**src/rtl/tstdp_scheduler.sv**
```systemverilog
// tstdp_scheduler: update-tick generator, spike edge capture and DECAY/PRE/POST command issue.
// Optional PAIR opcode (both flags served at once) is enabled by defining TSTDP_SCHED_PAIR_EN.
`default_nettype none

module tstdp_scheduler #(
  parameter int unsigned CLK_DIV = 6250
) (
  input  logic       clk,
  input  logic       reset,
  input  logic       enable,
  input  logic       pre_spike,
  input  logic       post_spike,
  output logic       upd_valid,
  input  logic       upd_ready,
  output logic [1:0] upd_op,
  output logic       tick,
  output logic [7:0] drop_cnt,
  output logic       busy
);

  localparam int unsigned   CW        = 28;
  localparam logic [CW-1:0] C_CNT_MAX = CW'(CLK_DIV - 1);
  localparam logic [1:0]    C_OP_DECAY = 2'b00;
  localparam logic [1:0]    C_OP_PRE   = 2'b01;
  localparam logic [1:0]    C_OP_POST  = 2'b10;
  localparam logic [1:0]    C_OP_PAIR  = 2'b11;
`ifdef TSTDP_SCHED_PAIR_EN
  localparam bit C_PAIR_EN = 1'b1;
`else
  localparam bit C_PAIR_EN = 1'b0;
`endif

  typedef enum logic {S_IDLE = 1'b0, S_ISSUE = 1'b1} state_t;

  state_t        r_state;
  logic [CW-1:0] r_cnt;
  logic          r_pre_q, r_post_q;
  logic          r_pre_pend, r_post_pend;
  logic          r_valid, r_busy;
  logic [1:0]    r_op;
  logic [7:0]    r_drop;

  logic       w_tick, w_issue, w_stall;
  logic       w_pre_edge, w_post_edge;
  logic       w_clr_pre, w_clr_post;
  logic       w_pre_drop, w_post_drop;
  logic [1:0] w_op;
  logic [1:0] w_ndrop;
  logic [8:0] w_drop_sum;

  assign w_tick      = enable && (r_cnt == C_CNT_MAX);
  assign w_issue     = w_tick && (r_state == S_IDLE);
  assign w_stall     = w_tick && (r_state == S_ISSUE);
  assign w_pre_edge  = pre_spike & ~r_pre_q;
  assign w_post_edge = post_spike & ~r_post_q;

  // Opcode is chosen from the flags as they stand before this cycle's edges land.
  always_comb begin
    w_op       = C_OP_DECAY;
    w_clr_pre  = 1'b0;
    w_clr_post = 1'b0;
    if (w_issue) begin
      if (C_PAIR_EN && r_pre_pend && r_post_pend) begin
        w_op       = C_OP_PAIR;
        w_clr_pre  = 1'b1;
        w_clr_post = 1'b1;
      end else if (r_pre_pend) begin
        w_op      = C_OP_PRE;
        w_clr_pre = 1'b1;
      end else if (r_post_pend) begin
        w_op       = C_OP_POST;
        w_clr_post = 1'b1;
      end
    end
  end

  assign w_pre_drop  = enable && w_pre_edge && r_pre_pend && !w_clr_pre;
  assign w_post_drop = enable && w_post_edge && r_post_pend && !w_clr_post;
  assign w_ndrop     = {1'b0, w_pre_drop} + {1'b0, w_post_drop} + {1'b0, w_stall};
  assign w_drop_sum  = {1'b0, r_drop} + {7'd0, w_ndrop};

  always_ff @(posedge clk or negedge reset) begin
    if (!reset) begin
      r_cnt       <= '0;
      r_pre_q     <= 1'b0;
      r_post_q    <= 1'b0;
      r_pre_pend  <= 1'b0;
      r_post_pend <= 1'b0;
      r_drop      <= 8'd0;
    end else begin
      r_pre_q  <= pre_spike;
      r_post_q <= post_spike;
      if (!enable || (r_cnt == C_CNT_MAX)) begin
        r_cnt <= '0;
      end else begin
        r_cnt <= r_cnt + CW'(1);
      end
      if (!enable) begin
        r_pre_pend  <= 1'b0;
        r_post_pend <= 1'b0;
      end else begin
        r_pre_pend  <= (r_pre_pend & ~w_clr_pre) | w_pre_edge;
        r_post_pend <= (r_post_pend & ~w_clr_post) | w_post_edge;
      end
      r_drop <= w_drop_sum[8] ? 8'hFF : w_drop_sum[7:0];
    end
  end

  always_ff @(posedge clk or negedge reset) begin
    if (!reset) begin
      r_state <= S_IDLE;
      r_valid <= 1'b0;
      r_busy  <= 1'b0;
      r_op    <= C_OP_DECAY;
    end else begin
      case (r_state)
        S_IDLE: begin
          if (w_issue) begin
            r_state <= S_ISSUE;
            r_valid <= 1'b1;
            r_busy  <= 1'b1;
            r_op    <= w_op;
          end
        end
        S_ISSUE: begin
          if (r_valid && upd_ready) begin
            r_state <= S_IDLE;
            r_valid <= 1'b0;
            r_busy  <= 1'b0;
          end
        end
        default: begin
          r_state <= S_IDLE;
          r_valid <= 1'b0;
          r_busy  <= 1'b0;
        end
      endcase
    end
  end

  assign upd_valid = r_valid;
  assign upd_op    = r_op;
  assign busy      = r_busy;
  assign tick      = w_tick;
  assign drop_cnt  = r_drop;

endmodule

`default_nettype wire

```
**config.mk**
```make
export PLATFORM = sky130hd
export DESIGN_NAME = tstdp_scheduler
export DESIGN_NICKNAME = d
export VERILOG_FILES = /design/src/rtl/tstdp_scheduler.sv
export SDC_FILE = /design/constraint.sdc
export NUM_CORES = 1
export LEC_CHECK = 0
export CAP_MARGIN = 20
export CORE_ASPECT_RATIO = 0.9
export CORE_MARGIN = 5
export CORE_UTILIZATION = 35
export DETAILED_ROUTE_END_ITERATION = 10
export PLACE_DENSITY = 0.55
export SLEW_MARGIN = 0
export SYNTH_ARGS = -nofsm -noshare
export SYNTH_HDL_FRONTEND = slang
export SYNTH_SLANG_ARGS = --single-unit
```
**constraint.sdc**
```tcl
create_clock -name clk -period 4.5 [get_ports clk]
set_input_delay 0.675 -clock clk [delete_from_list [all_inputs] [get_ports clk]]
set_output_delay 0.675 -clock clk [all_outputs]
set_load 0.01 [all_outputs]
```
# After elaboration in Yosys (flattened, before gate mapping)
# Cells that the tools add are included.
[classes]
div = 0
eq_ne = 3
shifts = 0
order_cmp = 0
bitwise = 11
reduce_logical = 16
add_sub_neg = 4
n_mux = 17
n_mul = 0
[op_table]
columns = ["operator", "n"]
rows = [
  ["$add 28x1->28 const B", 1],
  ["$eq 28x13->1 const B", 1],
  ["$mux 28", 1],
  ["$mux 1", 11],
  ["$logic_and 1x1->1", 10],
  ["$add 8x2->9", 1],
  ["$mux 8", 1],
  ["$not 1->1", 5],
  ["$and 1x1->1", 4],
  ["$mux 2", 2],
  ["$pmux 1 s2", 2],
  ["$reduce_and 2->1", 2],
  ["$logic_not 1->1", 3],
  ["$add 1x1->2", 1],
  ["$add 2x1->2", 1],
  ["$ne 2x1->1 const B", 1],
  ["$ne 2x2->1 const B", 1],
  ["$or 1x1->1", 2],
  ["$logic_or 1x1->1", 1],
]
[totals]
latchBits = 0
n_memories = 0
mem_bits_rw = 0
mem_bits_ro = 0
elab_cells = 60
in_bits = 6
ff_bits = 44

# Depth between registers and ports, before layout
[logic_depth]
ltp_word = 10
ltp_mapped = 14
depth_no_buf = 14

# Worst setup path after synthesis
# No wires, ideal clock.
[synth_path]
kind = "register to register"
start = "reg r_cnt[1]"
end = "reg r_drop[7] (netlist: drop_cnt[7])"
stages_incl_launch_ff = 14
slack_ns = 1.265
t_required_ns = 4.375
setup_time_ns = 0.125
arrival_time_ns = 3.110
n_path_buf = 0
cell_sequence = "dfrtp_1 > inv_1 > ha_1 > nor4bb_1 > nand3_1 > nor3_1 > nand2_1 > fa_1 > inv_1 > ha_1 > fa_1 > nand2_1 > nand2_1 > mux2_2"
[synth_via]
elab_chain_cells = 10
[synth_lines]
columns = ["element", "line_no", "source"]
rows = [
  ["start: declaration", "36", "logic [CW-1:0] r_cnt;"],
  ["start signal: assignment", "96", "r_cnt <= r_cnt + CW'(1);"],
  ["$eq 28x13->1 *", "51", "assign w_tick = enable && (r_cnt == C_CNT_MAX);"],
  ["$logic_and 1x1->1 *", "51", ""],
  ["named net tick", "16", "output logic tick,"],
  ["$logic_and 1x1->1", "52", "assign w_issue = w_tick && (r_state == S_IDLE);"],
  ["$mux 1", "62", "if (w_issue) begin"],
  ["$logic_not 1->1, on equally long branches", "77, 78", ""],
  ["$logic_and 1x1->1, on equally long branches", "77, 78", ""],
  ["$add 1x1->2", "79", "assign w_ndrop = {1'b0, w_pre_drop} + {1'b0, w_post_drop} + {1'b0, w_stall};"],
  ["$add 2x1->2 *", "79", ""],
  ["$add 8x2->9 *", "80", "assign w_drop_sum = {1'b0, r_drop} + {7'd0, w_ndrop};"],
  ["$mux 8 *", "105", "r_drop <= w_drop_sum[8] ? 8'hFF : w_drop_sum[7:0];"],
  ["end signal: assignment", "105", ""],
  ["end: declaration", "41", "logic [7:0] r_drop;"],
]
# The timed path passes the listed nets; every way through them passes the cells marked *.
# A chain may end at the register's enable or synchronous reset.

# Worst setup path in the final report
[layout_path]
start = "reg r_cnt[20]"
end = "reg r_drop[1] (netlist: drop_cnt[1])"
[layout_via]
elab_chain_cells = 10
[layout_lines]
columns = ["element", "line_no"]
rows = [
  ["$eq 28x13->1 *", "51"],
  ["$logic_and 1x1->1 *", "51"],
  ["$logic_and 1x1->1", "52"],
  ["$mux 1", "62"],
  ["$logic_not 1->1, on equally long branches", "77, 78"],
  ["$logic_and 1x1->1, on equally long branches", "77, 78"],
  ["$add 1x1->2", "79"],
  ["$add 2x1->2 *", "79"],
  ["$add 8x2->9 *", "80"],
  ["$mux 8 *", "105"],
]
# Every way passes the cells marked *; elsewhere a longest branch is shown, timed or not.

==> results.py <==
metrics = {
    "placed_design": {
        "dp_hpwl_um": 3249,
        "gp_congestion": 0.8024,
        "numPortBuffers": 18,
    },
    "pwr": {
        "power.leakage_uw": 0.001074,
        "powerDensity_mw_per_mm2": 300.7,
        "ir_drop_mv": 0.1523,
    },
    "timing": {
        "finalCriticalPeriod_ns": 3.550,
        "period_share_pct": 78.89,
        "finalSetupTns_ns": 0,
        "clock-skew-final_ns": 0.002761,
        "hold_viol": 0,
        "setup_viol": 0,
        "tightest_slew_ns": 0.4987,
        "fin_hold_ws_ns": 0.2529,
        "slew_headroom_pct": 66.45,
        "slew_viol_final": 0,
        "max_freq_mhz": 281.7,
        "grt_setup_unrepaired": "false",
    },
    "run": {
        "drv_cap": 0,
    },
    "global_route": {
        "grt_start_max_net_pins": 45,
        "grt_pass1_wl_um": 8307,
        "gr-total-overflow": 0,
        "track_usage_pct": 12.77,
        "antenna_found_initial": 0,
        "grt_pass1_vias": 1708,
    },
    "synth": {
        "synth_area_leaders": "dfrtp_1, xor2_1, a21oi_1",
        "yosys.cell_count.top_type": "dfrtp_1",
        "synth_top_area_share_pct": 48.51,
        "synth_area_mm2": 0.002270,
        "ys_ff_latch": 44,
        "synth.distinct_cells": 41,
        "synth_flop_cell": "dfrtp_1",
        "syn_nets": 243,
        "synth-seq-area-share_pct": 48.51,
        "syn_avg_cell_area_um2": 9.825,
        "async_flop_share_pct": 100.0,
        "synthTopCellsByCount": "dfrtp_1, nor2_1, a21oi_1, nand2_1, nand3_1",
        "yosysWarnings": 0,
        "yosysTopAreaCell": "dfrtp_1",
        "syn_inst": 231,
        "synth_edf_count": 0,
    },
    "drt": {
        "drt_iter0_drc": 66,
        "first_pass_iters": 4,
        "drcViolationCount": 0,
        "vias": 1713,
        "wl_per_cell_um": 13.83,
        "drt-total-wl_um": 4661,
        "viasPerCell": 5.083,
        "antenna_left": 0,
    },
    "floorplan": {
        "rows": 27,
        "dieWidth_um": 94.89,
        "core_mm2": 0.006216,
        "die-area_mm2": 0.008198,
        "io_pins": 19,
        "die_h_um": 86.40,
        "start_util_pct": 36.51,
    },
    "worst_setup_path": {
        "path_max_fanout": 6,
        "slowest_delay_ns": 0.51,
        "critPathSlowestCell": "fa_1",
        "crit_type": "flip-flop to flip-flop",
        "end_kind": "flip-flop",
        "crit_arrival_ns": 3.73,
        "critPathLaunchType": "flip-flop",
        "required_ns": 4.68,
        "path_cells": "nor4_1, nand4_1, nor3_1, nand2_1, fa_1, inv_1, ha_1, fa_1, nand2_1, nor2_1, nand3_1, nand2b_1",
    },
    "cts": {
        "clk_latency_ns": 0.29,
        "cts_tree": "yes",
        "htree_levels": 2,
        "root_buffer": "clkbuf_8",
        "clkSinkCount": 44,
        "clock_path_buffers": 2,
        "cts_buffers": 5,
        "cts_setup_buffers": 0,
        "ctsResizeCount": 0,
        "cts_hold_buf": 0,
        "clk_pin_slew_ns": 0.08,
    },
    "final_layout": {
        "top_register": "r_cnt",
        "fin_nets": 262,
        "largest_register_ffs": 28,
        "layout.filler_cells": 643,
        "seq_area_mm2": 0.001101,
        "antenna_cells": 0,
        "areaGrowthSynthToFinish_pct": 15.55,
        "drive_gt1_share_pct": 8.800,
        "multi_input_area_mm2": 0.001091,
    },
    "outcome": {
        "status": "finished, final reports clean",
    },
    "worst_hold_path": {
        "min_path_type": "input pin to async pin",
    },
}
path summary, 6_finish.rpt:
kind                            startpoint     endpoint  slack, ns  depth (start not counted)
worst max-delay path             r_cnt[20]  drop_cnt[1]       0.95                         12
worst min-delay path                 reset    r_cnt[21]       0.25                          1
worst max register to register   r_cnt[20]  drop_cnt[1]       0.95                         12
worst min register to register   upd_op[1]    upd_op[1]       0.51                          1
max in group asynchronous            reset  drop_cnt[6]       3.78                          2
min in group clk                 upd_op[1]    upd_op[1]       0.51                          1
per-layer routing:
metal,part of all wire [%],track usage (%),up-vias
met1,53,18.48,815
met5,0,0,-
li1,-,-,865
met3,4.1,3.038,5
met4,1.1,3.801,0
met2,42,18.95,28
stage by stage:
step	util, %	cells	area, um2	total power, uW	worst slack (ns)
detailed placement	40.62	329	2525	559.9	0.8227
CTS	41.87	336	2603	797.6	0.9340
global route	42.19	337	2623	829.7	0.6477
global placement	40.38	328	2510	559.8	0.8761
floorplan	-	231	2270	496.1	1.265
finish	42.19	337	2623	788.7	0.9498
critical path: cells and delay by family (launching register included):
kind	cells	cell delay [ns]
adders and majority gates	3	1.15
and+or+nand+nor	8	1.79
buffers and inverters	1	0.04
DFF	1	0.45
cell families after synthesis:
| logic type | after synthesis | synth area share [%] |
|---|---|---|
| xor+xnor | 16 | 6.174 |
| simple gates | 107 | 26.85 |
| buf+inv | 17 | 3.417 |
| flops | 44 | 48.51 |
| mux | 3 | 1.488 |
| compound gates | 38 | 9.592 |
| fa+ha+maj | 6 | 3.969 |
layout by cell type, fill, tap and decap left out, drive strengths merged:
cell type,instances
nand4,9
o31ai,5
clkinv,1
clkdlybuf4s50,17
o21ai,12
ha,4
inv,9
and3,2
a21oi,17
fa,2
nor2,19
and2,3
nor4bb,1
o21a,2
nor3,3
xnor2,4
nand2,17
or4,6
a21o,1
or3,9
and4,6
clkbuf,6
nor2b,5
dfrtp,44
mux2,3
xor2,12
nand3,17
nor4,5
nand4b,1
nand4bb,1
buf,3
nand2b,2
or4b,1
o41ai,1
final cells by class:
class	instances	area share (%)
flip-flops and latches	44	41.98
clock buffers	6	2.767
clock inverters	1	0.1908
inverters	9	1.288
repair buffers	20	8.015
multi-input cells	170	41.60
well taps	87	4.151
report_power, final:
group	total, uW	internal (uW)	switching (uW)
registers	444	417	27.9
clock network	237	106	131
logic	107	58.3	49.0
(Power assumes the default switching activity.)
